## config.mk

```make
export PLATFORM = sky130hd
export DESIGN_NAME = layer_sequencer
export DESIGN_NICKNAME = d
export VERILOG_FILES = /design/src/rtl/mito_pkg.sv /design/src/rtl/seq_valid_pipe.sv /design/src/rtl/layer_sequencer.sv
export SDC_FILE = /design/constraint.sdc
export NUM_CORES = 1
export LEC_CHECK = 0
export CORE_MARGIN = 2
export CORE_UTILIZATION = 50
export DETAILED_ROUTE_END_ITERATION = 12
export PLACE_DENSITY = 0.86
export SLEW_MARGIN = 10
export SYNTH_ARGS = -nofsm -noshare
export SYNTH_HDL_FRONTEND = slang
export SYNTH_HIERARCHICAL = 1
export SYNTH_SLANG_ARGS = --single-unit
```

## constraint.sdc

```tcl
create_clock -name clk -period 4.2 [get_ports clk]
set_clock_uncertainty 0.15 [all_clocks]
set_input_delay 1.05 -clock clk [delete_from_list [all_inputs] [get_ports clk]]
set_output_delay 1.05 -clock clk [all_outputs]
set_load 0.03 [all_outputs]
```

## src/rtl/mito_pkg.sv

```systemverilog
// Shared layer-type and sequencer-state encodings plus buffer beat counts for MITO.
// Latency: none, this file holds types and constants only.
// Backpressure: not applicable.
package mito_pkg;

    typedef enum logic [1:0] {
        NONE          = 2'b00,
        CONVOLUTIONAL = 2'b01,
        FULLY         = 2'b10,
        POOLING       = 2'b11
    } layer_type_e;

    typedef enum logic [2:0] {
        IDLE,
        LOAD_BIAS,
        LOAD_WGT,
        STREAM,
        DRAIN,
        DONE
    } seq_state_e;

    localparam int IFM_BEATS = 3;
    localparam int WGT_BEATS = 3;

endpackage

```

## src/rtl/seq_valid_pipe.sv

```systemverilog
// In-flight tracker: PIPE_LAT-deep valid shift register following pixels through PE/ReLU/pool.
// Latency: out_vld exactly PIPE_LAT cycles after in_vld.
// Backpressure: none, the pipeline advances every cycle.
module seq_valid_pipe #(
    parameter int PIPE_LAT = 4
) (
    input  logic clk,
    input  logic rst_n,
    input  logic in_vld,
    output logic out_vld,
    output logic empty
);

    localparam logic [PIPE_LAT-1:0] HEAD = PIPE_LAT'(1) << (PIPE_LAT - 1);

    logic [PIPE_LAT-1:0] sr;

    always_ff @(posedge clk or negedge rst_n) begin
        if (!rst_n) begin
            sr <= '0;
        end else begin
            sr <= (sr << 1) | PIPE_LAT'(in_vld);
        end
    end

    assign out_vld = sr[PIPE_LAT-1];

    // True once nothing remains behind the output stage, so the caller can
    // finish in the cycle right after the last out_vld.
    assign empty = !in_vld && ((sr & ~HEAD) == '0);

endmodule

```

## src/rtl/layer_sequencer.sv

```systemverilog
// Layer sequencer: latches a descriptor on start, issues bias/weight/IFM strobes, tracks results to the OFM buffer.
// Latency: first strobe one cycle after start; ofm_valid PIPE_LAT cycles after each pixel's last IFM beat.
// Backpressure: none; build option MITO_SEQ_PERF_CNT_EN adds the busy-cycle counter on perf_cycles.
module layer_sequencer #(
    parameter int PIPE_LAT  = 4,
    parameter int PIX_CNT_W = 16,
    parameter int IFM_BEATS = mito_pkg::IFM_BEATS,
    parameter int WGT_BEATS = mito_pkg::WGT_BEATS
) (
    input  logic                 clk,
    input  logic                 rst_n,
    input  logic                 start,
    input  logic [1:0]           cfg_layer_type,
    input  logic [PIX_CNT_W-1:0] cfg_out_pixels,
    output logic [IFM_BEATS-1:0] ifm_read,
    output logic                 wgt_read,
    output logic                 bias_read,
    output logic [1:0]           mode,
    output logic                 ofm_valid,
    output logic                 busy,
    output logic                 done,
    output logic                 cfg_err,
    output logic [31:0]          perf_cycles
);

    import mito_pkg::*;

    localparam int WCW = (WGT_BEATS > 1) ? $clog2(WGT_BEATS) : 1;

    seq_state_e           state;
    logic [PIX_CNT_W-1:0] pix_cnt;
    logic [WCW-1:0]       wgt_cnt;
    logic                 trk_empty;

    // Outputs are registered alongside the state so each strobe lines up with its state's cycle.
    always_ff @(posedge clk or negedge rst_n) begin
        if (!rst_n) begin
            state     <= IDLE;
            pix_cnt   <= '0;
            wgt_cnt   <= '0;
            mode      <= '0;
            ifm_read  <= '0;
            wgt_read  <= 1'b0;
            bias_read <= 1'b0;
            busy      <= 1'b0;
            done      <= 1'b0;
            cfg_err   <= 1'b0;
        end else begin
            ifm_read  <= '0;
            wgt_read  <= 1'b0;
            bias_read <= 1'b0;
            done      <= 1'b0;
            cfg_err   <= 1'b0;
            case (state)
                IDLE: begin
                    if (start) begin
                        if (cfg_layer_type == NONE) begin
                            cfg_err <= 1'b1;
                        end else begin
                            mode    <= cfg_layer_type;
                            pix_cnt <= cfg_out_pixels;
                            busy    <= 1'b1;
                            if (cfg_out_pixels == '0) begin
                                state <= DONE;
                                done  <= 1'b1;
                            end else if (cfg_layer_type == POOLING) begin
                                state    <= STREAM;
                                ifm_read <= IFM_BEATS'(1);
                            end else begin
                                state     <= LOAD_BIAS;
                                bias_read <= 1'b1;
                            end
                        end
                    end
                end
                LOAD_BIAS: begin
                    state    <= LOAD_WGT;
                    wgt_read <= 1'b1;
                    wgt_cnt  <= WCW'(WGT_BEATS - 1);
                end
                LOAD_WGT: begin
                    if (wgt_cnt == '0) begin
                        state    <= STREAM;
                        ifm_read <= IFM_BEATS'(1);
                    end else begin
                        wgt_cnt  <= wgt_cnt - 1'b1;
                        wgt_read <= 1'b1;
                    end
                end
                STREAM: begin
                    // The top beat issues a pixel; the next pixel starts with no gap.
                    if (ifm_read[IFM_BEATS-1]) begin
                        pix_cnt <= pix_cnt - 1'b1;
                        if (pix_cnt == PIX_CNT_W'(1)) begin
                            state <= DRAIN;
                        end else begin
                            ifm_read <= IFM_BEATS'(1);
                        end
                    end else begin
                        ifm_read <= ifm_read << 1;
                    end
                end
                DRAIN: begin
                    if (trk_empty) begin
                        state <= DONE;
                        done  <= 1'b1;
                    end
                end
                DONE: begin
                    state <= IDLE;
                    busy  <= 1'b0;
                end
                default: begin
                    state <= IDLE;
                    busy  <= 1'b0;
                end
            endcase
        end
    end

    seq_valid_pipe #(
        .PIPE_LAT (PIPE_LAT)
    ) u_trk (
        .clk     (clk),
        .rst_n   (rst_n),
        .in_vld  (ifm_read[IFM_BEATS-1]),
        .out_vld (ofm_valid),
        .empty   (trk_empty)
    );

`ifdef MITO_SEQ_PERF_CNT_EN
    logic start_acc;
    assign start_acc = (state == IDLE) && start && (cfg_layer_type != NONE);

    always_ff @(posedge clk or negedge rst_n) begin
        if (!rst_n) begin
            perf_cycles <= '0;
        end else if (start_acc) begin
            perf_cycles <= '0;
        end else if (busy && (perf_cycles != '1)) begin
            perf_cycles <= perf_cycles + 1'b1;
        end
    end
`else
    assign perf_cycles = '0;
`endif

endmodule

```

# == Yosys cells after proc, flatten, opt, wreduce, memory -nomap -nowiden ==
# Cells that the tools add are included.
# classes
addsub,2
eq_ne,13
muxes,41
n_bitwise,3
reduce_logical,15
# ops
operator,count
$mux 16,3
$pmux 16 s2,1
$mux 3,8
$mux 1,21
$eq 16x1->1 const B,1
$logic_not 16->1,1
$sub 16x1->16 const B,1
$pmux 3 s5,1
$ne 2x2->1 const B,7
$pmux 3 s3,1
$eq 3x2->1 const B,2
$pmux 1 s2,3
$reduce_and 3->1,2
$reduce_and 6->1,1
$logic_not 2->1,2
$logic_not 4->1,1
$mux 2,2
$or 4x1->4,1
$pmux 2 s2,1
$reduce_and 4->1,1
$reduce_bool 2->1,2
$reduce_or 4->1,1
$eq 3x1->1 const B,1
$eq 3x3->1 const B,1
other kinds (7),8
# totals
ff_bits,35
output_inout_bits,43
elab_cells,85

# == Logic depth before layout (Yosys ltp) ==
# depth
depth_word,6
mapped_depth,7
mapped_depth_nobuf,7

# == Cells and area by module ==
# Netlist, hierarchy kept.
# modules_own_cells
module,instances,cells_each,area_per_inst_um2
layer_sequencer,1,243,2098.3
seq_valid_pipe,1,5,112.6

# == Least setup slack after synthesis ==
# No wires, ideal clock.
# synth_path
path_kind,input to register
startpoint,in cfg_out_pixels[11]
endpoint,reg ifm_read[0]
setup_ns,0.127
t_arrival_ns,2.003
required_time_ns,3.923
path_slack_ns,1.920
path_stages,5
path_buffers,0
cell_sequence,nor4_1 -> nand2_1 -> nor2_1 -> nor2_1 -> a221o_2
# synth_between
elab_chain_len,5
# synth_rtl
item,line_no,rtl
start: declaration,layer_sequencer.sv:14,"input logic [PIX_CNT_W-1:0] cfg_out_pixels,"
$logic_not 16->1,layer_sequencer.sv:63,if (cfg_out_pixels == '0) begin
$mux 1,layer_sequencer.sv:63,
$mux 1,layer_sequencer.sv:57,if (cfg_layer_type == NONE) begin
$mux 1,layer_sequencer.sv:56,if (start) begin
$pmux 3 s3,layer_sequencer.sv:54,case (state)
end signal: assignment,layer_sequencer.sv:100,ifm_read <= ifm_read << 1;
end: declaration,layer_sequencer.sv:15,"output logic [IFM_BEATS-1:0] ifm_read,"
# Every way passes these cells.
# A chain may end at the register's enable or synchronous reset.

# == Worst setup path after layout ==
# layout_path
startpoint,reg ifm_read[2]
endpoint,out ifm_read[2]
# No word-level cell between the ends.

==> flow_metrics.env <==
export IMPL_outcome="finished, final reports clean"
export IMPL_fin_worst_hold_slack_ns=0.247
export IMPL_antenna_found_initial=0
export IMPL_drc=0
export IMPL_synth_cell_types=53
export IMPL_syn_avg_cell_area_um2=8.91
export IMPL_clk_pin_slew_worst_paths_ns=0.07
export IMPL_final_nets=298
export IMPL_peakVddDrop_uv=311
export IMPL_cts_root_buffer="clkbuf_8"
export IMPL_port_buffers=31
export IMPL_startpoint_type="flip-flop"
export IMPL_cts_setup_buffers=0
export IMPL_hold_violations=0
export IMPL_drive_gt1_share_pct=8.73
export IMPL_met1_usage_pct=26.8
export IMPL_synth_edf_count=0
export IMPL_wl_per_cell_um=14.1
export IMPL_cp_data_arrival_time_ns=1.60
export IMPL_maxSlewViolCount=0
export IMPL_cp_end_kind="output port"
export IMPL_routed_wl_um=4620
export IMPL_max_stage_delay_ns=0.75
export IMPL_setup_tns_ns=0
export IMPL_grt_pass1_vias=1613
export IMPL_period_share_pct=66.7
export IMPL_finalSetupViolCount=0
export IMPL_cts_buffer_depth=2
export IMPL_grt_max_degree=36
export IMPL_worst_pin_slew_ns=0.859
export IMPL_cp_top_family="buffers and inverters"
export IMPL_crit_buf_inv=1
export IMPL_multi_input_area_mm2=0.00109
export IMPL_rows=24
export IMPL_fin_util_pct=58.6
export IMPL_grt_setup_unrepaired="false"
export IMPL_ctsHtreeMaxLevel=2
export IMPL_max_freq_mhz=357
export IMPL_grt_use_total_pct=19.5
export IMPL_drt_iter0_markers=220
export IMPL_netlist_instances=248
export IMPL_clock_latency_ns=0.30
export IMPL_pre_cts_ws_ns=0.815
export IMPL_gp_congestion=0.877
export IMPL_critical_path_max_fanout=9
export IMPL_period_minus_slack_ns=2.80
export IMPL_synth_area_mm2=0.00221
export IMPL_path_cells="clkdlybuf4s50_1"
export IMPL_ys_seq_elements=35
export IMPL_yosys_warnings=6
export IMPL_die_x_um=70.5
export IMPL_ant_nets=0
export IMPL_ys_seq_area_share_pct=39.6
export IMPL_maxSlewHeadroom_pct=42.7
export IMPL_busiest_layer="met2"
export IMPL_drv_cap=0
export IMPL_post_cts_resized=0
export IMPL_fillers=384
export IMPL_hpwl_um=3230
export IMPL_grt_util_met2_pct=29.4
export IMPL_leakage_nw=1.09
export IMPL_cp_data_required_time_ns=3.00
export IMPL_power_density_mw_per_mm2=684
export IMPL_ys_flop_type="dfrtp_1"
export IMPL_cts_tree="built"
export IMPL_placed_cells=319
export IMPL_register_area_um2=876
export IMPL_met3_usage_pct=5.92
export IMPL_syn_to_final_growth_pct=13.8
export IMPL_viasPerCell=5.67
export IMPL_initial_core_util_pct=51.5
export IMPL_drtPass1Iterations=5
export IMPL_async_flop_share_pct=100
export IMPL_path_class="flip-flop to output port"
export IMPL_core_area_mm2=0.00429
export IMPL_setup_ws_ns=1.40
export IMPL_grt_overflow_total=0
export IMPL_holdBufCountCts=0
export IMPL_die_area_mm2=0.00497
export IMPL_grt_pass1_wl_um=7600
export IMPL_ioPinCount=64
export IMPL_antenna_cells=0
export IMPL_die_h_um=70.5
export IMPL_finalNonFillerCells=327
export IMPL_cts_sinks=35
export IMPL_cp_slowest_cell="clkdlybuf4s50_1"
export IMPL_hold_path_class="flip-flop to flip-flop"
export IMPL_cts_buffers=5
export IMPL_vias=1855
-- path summary, 6_finish.rpt --
check,from,cells past startpoint,slack (ns),endpoint
setup reg to reg,state[0],4,1.63,pix_cnt[7]
hold reg to reg,u_trk/sr[1],0,0.25,u_trk/sr[2]
hold / removal,u_trk/sr[1],0,0.25,u_trk/sr[2]
max in group asynchronous,rst_n,2,2.57,pix_cnt[3]
setup / recovery,ifm_read[2],1,1.40,ifm_read[2]
min in group asynchronous,rst_n,2,1.01,u_trk/sr[2]
-- layout by cell type, fill, tap and decap left out, types with 5 or more instances in the layout --
cell and instances:
dfrtp_1 35, conb_1 32, clkdlybuf4s50_1 31, nor2_1 26
o21ai_0 20, a21oi_1 19, nand2_1 18, inv_1 8
nor3_1 8, nand3_1 7, o22ai_1 5, clkbuf_8 5
-- per-stage QoR --
| stage | power [mW] | instance area [um^2] |
|---|---|---|
| 2_1_floorplan | 1.20 | 2330 |
| 3_3_place_gp | 1.32 | 2380 |
| 3_5_place_dp | 1.35 | 2380 |
| 4_1_cts | 1.72 | 2510 |
| 5_1_grt | 1.84 | 2520 |
| 6_report | 1.72 | 2520 |
-- kinds of logic (layout without fill, tap and decap cells) --
group	count (synthesis)	count (layout)	share of synthesized area, %
AO/OA/AOI/OAI	74	74	21.8
adder cells (fa/ha/maj)	3	3	1.70
buffers and inverters	53	49	16.6
flip-flops	35	35	39.6
multiplexers	1	1	0.453
other	1	32	0.170
AND/OR/NAND/NOR	81	81	19.6
-- layout make-up --
type	instances	area share [%]
multi-input combinational	191	43.2
timing repair buffer	33	12.9
clock buffer	6	2.88
inverter	8	1.19
clock inverter	2	2.39
tap	52	2.59
sequential	35	34.8
-- cells in the mapped netlist, types with 2 or more instances --
| library cell | instances | area share (%) |
|---|---|---|
| clkbuf_1 | 3 | 0.51 |
| clkbuf_8 | 2 | 1.2 |
| a31oi_1 | 4 | 1.1 |
| ha_1 | 3 | 1.7 |
| o21ai_0 | 20 | 4.5 |
| and2_1 | 2 | 0.57 |
| nor2_1 | 26 | 4.4 |
| nand3_1 | 7 | 1.6 |
| buf_2 | 5 | 1.1 |
| o31a_1 | 2 | 0.79 |
| a32oi_1 | 2 | 0.79 |
| buf_4 | 32 | 11 |
| a21oi_1 | 20 | 4.5 |
| dfrtp_1 | 35 | 40 |
| nor3_1 | 8 | 1.8 |
| inv_1 | 8 | 1.4 |
| a221o_2 | 2 | 1.0 |
| o22ai_1 | 5 | 1.4 |
| a22oi_1 | 3 | 1.0 |
| buf_6 | 3 | 1.5 |
| o22a_1 | 2 | 0.79 |
| nand2b_1 | 2 | 0.57 |
| nand2_1 | 18 | 3.1 |
| nor4_1 | 4 | 1.1 |
| o211ai_1 | 2 | 0.68 |
-- registers in the layout, summed over array words and instances, names as in the netlist --
| signal | cells |
|---|---|
| cfg_err | 1 |
| ifm_read | 3 |
| wgt_read | 1 |
| wgt_cnt | 2 |
| state | 3 |
| busy | 1 |
| pix_cnt | 16 |
| done | 1 |
| mode | 2 |
| u_trk/sr | 4 |
| bias_read | 1 |
-- layer usage --
metal / vias to the layer above / part of all wire [%]
li1: 877 / -
met1: 873 / 43
met2: 98 / 47
met3: 7 / 8.7
met4: 0 / 1.3
met5: - / 0
-- power breakdown --
group | internal [mW] | leakage (nW) | switching, mW
registers | 0.458 | 0.437 | 0.150
logic | 0.291 | 0.593 | 0.457
clock network | 0.237 | 0.0654 | 0.128
total | 0.986 | 1.09 | 0.735
Power figures use the tool's default switching activity.
